$ cat src/rtl/fsm1_seq_pkg.sv
// Shared types and constants for the fsm1_route pulse sequencer: controller
// states, the layout of one 6-bit test vector, and the default memory depth.
package fsm1_seq_pkg;

   localparam int DEPTH_DEFAULT = 16;

   // One vector: [2:0] stimulus {reset, input2, input1}, [5:3] expected
   // observation {output1, state_obs1, state_obs0}.
   localparam int VEC_W    = 6;
   localparam int STIM_LSB = 0;
   localparam int STIM_W   = 3;
   localparam int EXP_LSB  = 3;
   localparam int EXP_W    = 3;

   // Bit positions inside the stimulus field.
   localparam int BIT_INPUT1    = 0;
   localparam int BIT_INPUT2    = 1;
   localparam int BIT_FSM_RESET = 2;

   typedef enum logic [2:0] {
      ST_IDLE,
      ST_WARMUP,
      ST_APPLY,
      ST_DRAIN,
      ST_FLUSH,
      ST_DONE
   } state_e;

   function automatic logic [STIM_W-1:0] vec_stim(input logic [VEC_W-1:0] v);
      return v[STIM_LSB +: STIM_W];
   endfunction

   function automatic logic [EXP_W-1:0] vec_exp(input logic [VEC_W-1:0] v);
      return v[EXP_LSB +: EXP_W];
   endfunction

endpackage

$ cat src/rtl/fsm1_seq_vecmem.sv
// Test-vector register file: DEPTH entries of one packed vector each, one
// synchronous write port and one combinational read port.
module fsm1_seq_vecmem
   import fsm1_seq_pkg::*;
#(
   parameter  int DEPTH = DEPTH_DEFAULT,
   localparam int AW    = $clog2(DEPTH)
) (
   input  logic             clk,
   input  logic             we,
   input  logic [AW-1:0]    waddr,
   input  logic [VEC_W-1:0] wdata,
   input  logic [AW-1:0]    raddr,
   output logic [VEC_W-1:0] rdata
);

   // NOTE: the storage array has no reset; vectors must survive a controller
   // reset, and leaving it unreset keeps it mappable onto plain RAM cells.
   logic [VEC_W-1:0] mem_q [DEPTH];

   // Write port: one entry per enabled rising edge.
   always_ff @(posedge clk) begin
      if (we) begin
         mem_q[waddr] <= wdata;
      end
   end

   assign rdata = mem_q[raddr];

endmodule

$ cat src/rtl/fsm1_pulse_sequencer.sv
// Drives stored stimulus vectors into the fsm1_route core one per cycle,
// compares the core's observation lines one cycle later against the stored
// expectation, and reports mismatch count and first failing index.
module fsm1_pulse_sequencer
   import fsm1_seq_pkg::*;
#(
   parameter  int DEPTH  = DEPTH_DEFAULT,
   parameter  int WARMUP = 20,
   parameter  int FLUSH  = 20,
   localparam int AW     = $clog2(DEPTH),
   localparam int NW     = $clog2(DEPTH + 1)
) (
   input  logic             GCLK_Pad,
   input  logic             reset_Pad,
   input  logic             start_Pad,
   input  logic [NW-1:0]    num_vec_Pad,
   input  logic             cfg_we_Pad,
   input  logic [AW-1:0]    cfg_addr_Pad,
   input  logic [VEC_W-1:0] cfg_data_Pad,
   output logic             input1_Pad,
   output logic             input2_Pad,
   output logic             fsm_reset_Pad,
   input  logic             state_obs0_Pad,
   input  logic             state_obs1_Pad,
   input  logic             output1_Pad,
   output logic             busy_Pad,
   output logic             done_Pad,
   output logic [NW-1:0]    mismatch_cnt_Pad,
   output logic [AW-1:0]    first_fail_Pad,
   output logic             fail_valid_Pad
);

   // Shared down-counter for the WARMUP and FLUSH idle phases.
   localparam int CNT_MAX = (WARMUP > FLUSH) ? WARMUP : FLUSH;
   localparam int CW      = (CNT_MAX > 1) ? $clog2(CNT_MAX) : 1;
   localparam logic [CW-1:0] WARMUP_LOAD = CW'((WARMUP > 0) ? WARMUP - 1 : 0);
   localparam logic [CW-1:0] FLUSH_LOAD  = CW'((FLUSH > 0) ? FLUSH - 1 : 0);

   state_e             state_q,      state_d;
   logic [CW-1:0]      cnt_q,        cnt_d;
   logic [NW-1:0]      vec_idx_q,    vec_idx_d;    // next vector to apply
   logic [NW-1:0]      num_vec_q,    num_vec_d;
   logic [STIM_W-1:0]  stim_q,       stim_d;
   // Stage 1: vector currently on the stimulus pins.
   logic               cur_valid_q,  cur_valid_d;
   logic [EXP_W-1:0]   cur_exp_q,    cur_exp_d;
   logic [AW-1:0]      cur_idx_q,    cur_idx_d;
   // Stage 2: vector whose response is on the observation lines now.
   logic               chk_valid_q,  chk_valid_d;
   logic [EXP_W-1:0]   chk_exp_q,    chk_exp_d;
   logic [AW-1:0]      chk_idx_q,    chk_idx_d;
   logic [NW-1:0]      mismatch_q,   mismatch_d;
   logic [AW-1:0]      first_fail_q, first_fail_d;
   logic               fail_valid_q, fail_valid_d;
   logic               busy_q,       busy_d;
   logic               done_q,       done_d;

   logic [AW-1:0]      rd_addr;
   logic [VEC_W-1:0]   rd_data;
   logic               mem_we;
   logic [EXP_W-1:0]   obs;
   logic [NW-1:0]      start_nv;
   logic [NW-1:0]      run_nv;
   logic               go_run;
   logic               go_flush;
   logic               load_vec;

   // Configuration writes are only honoured while idle and not in reset.
   assign mem_we  = cfg_we_Pad && (state_q == ST_IDLE) && !reset_Pad;
   assign rd_addr = (state_q == ST_APPLY) ? vec_idx_q[AW-1:0] : '0;
   assign obs     = {output1_Pad, state_obs1_Pad, state_obs0_Pad};

   // Requested vector count, clamped to the memory depth.
   assign start_nv = (num_vec_Pad > NW'(DEPTH)) ? NW'(DEPTH) : num_vec_Pad;
   // Count in force for the run: the latched one, or the one being latched.
   assign run_nv   = (state_q == ST_IDLE) ? start_nv : num_vec_q;

   fsm1_seq_vecmem #(.DEPTH(DEPTH)) u_vecmem (
      .clk   (GCLK_Pad),
      .we    (mem_we),
      .waddr (cfg_addr_Pad),
      .wdata (cfg_data_Pad),
      .raddr (rd_addr),
      .rdata (rd_data)
   );

   // Next-state, stimulus pipeline and scoring logic.
   always_comb begin
      // NOTE: every variable gets a default before any branch so that no
      // path leaves it unassigned, which would infer a latch.
      state_d      = state_q;
      cnt_d        = cnt_q;
      vec_idx_d    = vec_idx_q;
      num_vec_d    = num_vec_q;
      stim_d       = '0;
      cur_valid_d  = 1'b0;
      cur_exp_d    = cur_exp_q;
      cur_idx_d    = cur_idx_q;
      chk_valid_d  = cur_valid_q;
      chk_exp_d    = cur_exp_q;
      chk_idx_d    = cur_idx_q;
      mismatch_d   = mismatch_q;
      first_fail_d = first_fail_q;
      fail_valid_d = fail_valid_q;
      go_run       = 1'b0;
      go_flush     = 1'b0;
      load_vec     = 1'b0;

      // The response to the vector driven last cycle is on the pins now.
      if (chk_valid_q && (obs != chk_exp_q)) begin
         mismatch_d = mismatch_q + NW'(1);
         if (!fail_valid_q) begin
            first_fail_d = chk_idx_q;
            fail_valid_d = 1'b1;
         end
      end

      case (state_q)
         ST_IDLE: begin
            if (start_Pad) begin
               num_vec_d    = start_nv;
               vec_idx_d    = '0;
               mismatch_d   = '0;
               first_fail_d = '0;
               fail_valid_d = 1'b0;
               if (WARMUP > 0) begin
                  state_d = ST_WARMUP;
                  cnt_d   = WARMUP_LOAD;
               end else begin
                  go_run = 1'b1;
               end
            end
         end
         ST_WARMUP: begin
            if (cnt_q == '0) go_run = 1'b1;
            else             cnt_d  = cnt_q - CW'(1);
         end
         ST_APPLY: begin
            if (vec_idx_q < num_vec_q) load_vec = 1'b1;
            else                       state_d  = ST_DRAIN;
         end
         ST_DRAIN: go_flush = 1'b1;
         ST_FLUSH: begin
            if (cnt_q == '0) state_d = ST_DONE;
            else             cnt_d   = cnt_q - CW'(1);
         end
         ST_DONE:  state_d = ST_IDLE;
         default:  state_d = ST_IDLE;
      endcase

      // Leaving the warm-up: apply vectors, or skip straight to the flush.
      if (go_run) begin
         if (run_nv == '0) begin
            go_flush = 1'b1;
         end else begin
            state_d  = ST_APPLY;
            load_vec = 1'b1;
         end
      end

      if (go_flush) begin
         if (FLUSH > 0) begin
            state_d = ST_FLUSH;
            cnt_d   = FLUSH_LOAD;
         end else begin
            state_d = ST_DONE;
         end
      end

      if (load_vec) begin
         stim_d      = vec_stim(rd_data);
         cur_valid_d = 1'b1;
         cur_exp_d   = vec_exp(rd_data);
         cur_idx_d   = rd_addr;
         vec_idx_d   = {1'b0, rd_addr} + NW'(1);
      end

      busy_d = (state_d != ST_IDLE);
      done_d = (state_d == ST_DONE);
   end

   // State register with synchronous reset; vector memory is left untouched.
   always_ff @(posedge GCLK_Pad) begin
      // NOTE: sequential state uses non-blocking assignments so every flop
      // samples the pre-edge values regardless of statement order.
      if (reset_Pad) begin
         state_q      <= ST_IDLE;
         cnt_q        <= '0;
         vec_idx_q    <= '0;
         num_vec_q    <= '0;
         stim_q       <= '0;
         cur_valid_q  <= 1'b0;
         cur_exp_q    <= '0;
         cur_idx_q    <= '0;
         chk_valid_q  <= 1'b0;
         chk_exp_q    <= '0;
         chk_idx_q    <= '0;
         mismatch_q   <= '0;
         first_fail_q <= '0;
         fail_valid_q <= 1'b0;
         busy_q       <= 1'b0;
         done_q       <= 1'b0;
      end else begin
         state_q      <= state_d;
         cnt_q        <= cnt_d;
         vec_idx_q    <= vec_idx_d;
         num_vec_q    <= num_vec_d;
         stim_q       <= stim_d;
         cur_valid_q  <= cur_valid_d;
         cur_exp_q    <= cur_exp_d;
         cur_idx_q    <= cur_idx_d;
         chk_valid_q  <= chk_valid_d;
         chk_exp_q    <= chk_exp_d;
         chk_idx_q    <= chk_idx_d;
         mismatch_q   <= mismatch_d;
         first_fail_q <= first_fail_d;
         fail_valid_q <= fail_valid_d;
         busy_q       <= busy_d;
         done_q       <= done_d;
      end
   end

   assign input1_Pad       = stim_q[BIT_INPUT1];
   assign input2_Pad       = stim_q[BIT_INPUT2];
   assign fsm_reset_Pad    = stim_q[BIT_FSM_RESET];
   assign busy_Pad         = busy_q;
   assign done_Pad         = done_q;
   assign mismatch_cnt_Pad = mismatch_q;
   assign first_fail_Pad   = first_fail_q;
   assign fail_valid_Pad   = fail_valid_q;

endmodule

$ cat config.mk
export PLATFORM = sky130hd
export DESIGN_NAME = fsm1_pulse_sequencer
export DESIGN_NICKNAME = d
export VERILOG_FILES = /design/src/rtl/fsm1_seq_pkg.sv /design/src/rtl/fsm1_seq_vecmem.sv /design/src/rtl/fsm1_pulse_sequencer.sv
export SDC_FILE = /design/constraint.sdc
export NUM_CORES = 1
export LEC_CHECK = 0
export CORE_MARGIN = 1.5
export CORE_UTILIZATION = 45
export CTS_CLUSTER_DIAMETER = 100
export DETAILED_ROUTE_END_ITERATION = 10
export GPL_TIMING_DRIVEN = 1
export PLACE_DENSITY_LB_ADDON = 0.25
export RECOVER_POWER = 25
export SYNTH_ARGS = -nofsm -noshare
export SYNTH_HDL_FRONTEND = slang
export SYNTH_SLANG_ARGS = --single-unit
$ cat constraint.sdc
create_clock -name GCLK_Pad -period 2.2 [get_ports GCLK_Pad]
set_clock_uncertainty 0.1 [all_clocks]
set_input_delay 0.44 -clock GCLK_Pad [delete_from_list [all_inputs] [get_ports GCLK_Pad]]
set_output_delay 0.44 -clock GCLK_Pad [all_outputs]
set_load 0.1 [all_outputs]
==> impl_metrics.json <==
{
  "status": "finished, final reports clean",
  "root_buffer": "clkbuf_16",
  "grt_max_degree": 35,
  "final_nets": 591,
  "area_growth_pct": 23.6,
  "drtIter0Drc": 343,
  "grt_overflow": 0,
  "dpl.hpwl_um": 9410,
  "grt_pass1_wl_um": 21700,
  "slew_headroom": 0.451,
  "crit_fanout": 7,
  "routed_wl_um": 13700,
  "cap_violations": 0,
  "final_common_cell": "edfxtp_1",
  "crit_required_ns": 2.38,
  "cpMaxStageDelayCell": "dfxtp_1",
  "internal_power_uw": 5200,
  "clockPowerShare": 0.400,
  "insertedDiodeCount": 0,
  "synth.distinct_cells": 58,
  "synth_enable_flop_cells": 96,
  "die_w_um": 120,
  "regToRegSetupSlack_ns": 0.09,
  "switching_share": 0.263,
  "rows": 42,
  "holdPathStages": 1,
  "post-cts-setup-buffer-count": 0,
  "initial_utilization": 0.461,
  "cts_max_path_buffers": 2,
  "cts_num_sinks": 145,
  "port_buffers": 36,
  "post_drt_via_cell_ratio": 5.45,
  "syn_nets": 507,
  "synth_seq_cells": 145,
  "hold_viol": 0,
  "insertion_delay_ns": 0.42,
  "fmax_mhz": 474,
  "power_density_nw_per_um2": 933,
  "cpLargestDelayFamily": "compound AO/OA/AOI/OAI gates",
  "hold_path_class": "reg2reg",
  "gp_congestion": 0.895,
  "synth_area_per_cell_um2": 12.8,
  "finalSetupTns_ns": 0,
  "ir_drop_mv": 0.773,
  "r2r-end": "chk_exp_d[0]",
  "synth_area_um2": 6110,
  "power.leakage_uw": 0.00264,
  "final_core_util": 0.571,
  "reg2reg_from": "state_q[1]",
  "cp_slowest_stage_delay_ns": 0.49,
  "die_area_um2": 14300,
  "setup_violations": 0,
  "io_pins": 37,
  "fill_cells": 1120,
  "die_y_um": 120,
  "synth_top_flop_cell": "edfxtp_1",
  "grt_usage": 0.203,
  "final_cell_mix": "96 x edfxtp_1, 63 x buf_4, 48 x dfxtp_1",
  "critPathLaunchType": "register",
  "syn_inst": 477,
  "async_reset_ff_frac": 0,
  "crit_buf_inv": 0,
  "yosysWarnings": 0,
  "core_um2": 13200,
  "ant_nets": 0,
  "rsz0062_at_grt": "yes",
  "grt_pass1_vias": 4104,
  "cts_tree": "built",
  "routed-via-count": 4084,
  "ys_seq_area_frac": 0.632,
  "reg2regPathDepth": 4,
  "ctsHoldBuffers": 0,
  "tightestPinTransition_ns": 0.824,
  "power.share.sequential": 0.443,
  "cts_htree_levels": 4,
  "firstDrtPassIters": 5,
  "layout_min_cycle_time_ns": 2.11,
  "pwr-share-comb": 0.157,
  "hold_start": "chk_valid_d",
  "antenna_found_initial": 0,
  "cts_made_buffers": 17,
  "fin_crit_sh": 0.958,
  "power.switching_uw": 1850,
  "crit_chain": "and4bb_4, mux4_2, a211oi_1, o31ai_1",
  "endpoint_kind": "register",
  "clk_pin_slew_worst_paths_ns": 0.06,
  "hold_end": "chk_valid_q",
  "drv_slew": 0,
  "drcViolationCount": 0,
  "worstSetupPathType": "reg2reg",
  "arrival_ns": 2.29,
  "drive_gt1_frac": 0.209,
  "wire_per_inst_um": 18.2,
  "holdWs_ns": 0.333
}
==> layout make-up <==
cell class / instances / area [um^2] / area share
Multi-Input combinational cell: 291 / 2050 / 0.272
Clock inverter: 14 / 156 / 0.0207
Timing Repair Buffer: 93 / 781 / 0.103
Clock buffer: 18 / 429 / 0.0568
Tap cell: 176 / 220 / 0.0291
Sequential cell: 145 / 3860 / 0.512
Inverter: 13 / 51.3 / 0.00679
==> worst max-delay path by stage <==
stage / from / to / depth (start not counted)
after floorplan: state_q[2] / u_vecmem.mem_q[0][0] / 6
after global placement: reset_Pad / u_vecmem.mem_q[0][3] / 6
after detailed placement: reset_Pad / u_vecmem.mem_q[0][1] / 6
after CTS: state_q[1] / chk_exp_d[0] / 6
after global routing: num_vec_q[2] / chk_exp_d[0] / 7
final: state_q[1] / chk_exp_d[0] / 4
==> cell usage after synthesis (4+ instances only) <==
library cell	n	share of area
xor2_1	7	0.010
nand2_1	27	0.017
nand3b_1	9	0.011
dfxtp_1	49	0.16
buf_2	11	0.0090
o21ai_0	9	0.0074
clkbuf_1	6	0.0037
a31oi_1	6	0.0061
nor3_1	26	0.021
mux2i_1	32	0.052
inv_1	11	0.0068
a21oi_1	19	0.016
a2111oi_0	4	0.0057
nand3_1	7	0.0057
nand2b_1	6	0.0061
a211oi_1	11	0.014
nor2b_1	10	0.010
nand4_1	6	0.0061
edfxtp_1	96	0.47
nor2_1	40	0.025
ha_1	8	0.016
nor3b_1	8	0.0098
o22ai_1	4	0.0041
buf_6	8	0.015
==> flip-flops by register name, indices dropped and copies added, names as in the netlist, 4 cells and up <==
register,flops
chk_idx_q,4
first_fail_Pad,4
mismatch_cnt_Pad,5
num_vec_q,5
vec_idx_q,5
cnt_q,5
u_vecmem.mem_q,96
chk_idx_d,4
==> worst register-to-register path: cells and delay by family, from the launching register on <==
| family | cells | cell delay [ns] |
|---|---|---|
| compound gates | 2 | 0.59 |
| flops | 1 | 0.49 |
| mux | 1 | 0.37 |
| simple gates | 1 | 0.42 |
==> metrics by stage <==
step	setup WS, ns	cell area [um^2]	cells	total power [uW]
after floorplan	0.0726	6110	477	3910
after global placement	-0.141	6930	718	4220
after detailed placement	-0.158	6930	718	4240
after CTS	0.0565	7520	750	7060
after global routing	-0.0145	7560	750	7370
final	0.0916	7560	750	7050
==> timing repair <==
| action | CTS | global route |
|---|---|---|
| resized for setup | 1 | 12 |
| pin swaps | 0 | 2 |
| endpoints found under the setup margin | 1 | 16 |
==> logic make-up after synthesis <==
family	Yosys count	share of synthesized area
DFF	145	0.632
buffers and inverters	41	0.0389
AOI/OAI and AO/OA	80	0.0975
adders and majority gates	8	0.0164
xor gates and xnor gates	10	0.0143
and+or+nand+nor	157	0.137
muxes	36	0.0635
==> routing by layer <==
layer	GRT usage	vias to the layer above	routed length [um]
met1	0.258	1999	6140
met3	0.0627	13	731
li1	-	1955	-
met4	0.0543	0	177
met2	0.338	117	6610
met5	0	-	0
==> power groups by stage <==
| stage | registers [uW] | clock network [uW] | logic (uW) |
|---|---|---|---|
| after floorplan | 3200 | 0 | 709 |
| after global placement | 3170 | 0 | 1050 |
| after detailed placement | 3170 | 0 | 1070 |
| after CTS | 3120 | 2870 | 1080 |
| after global routing | 3140 | 3000 | 1230 |
| final | 3120 | 2820 | 1110 |
Power figures use the tool's default switching activity.
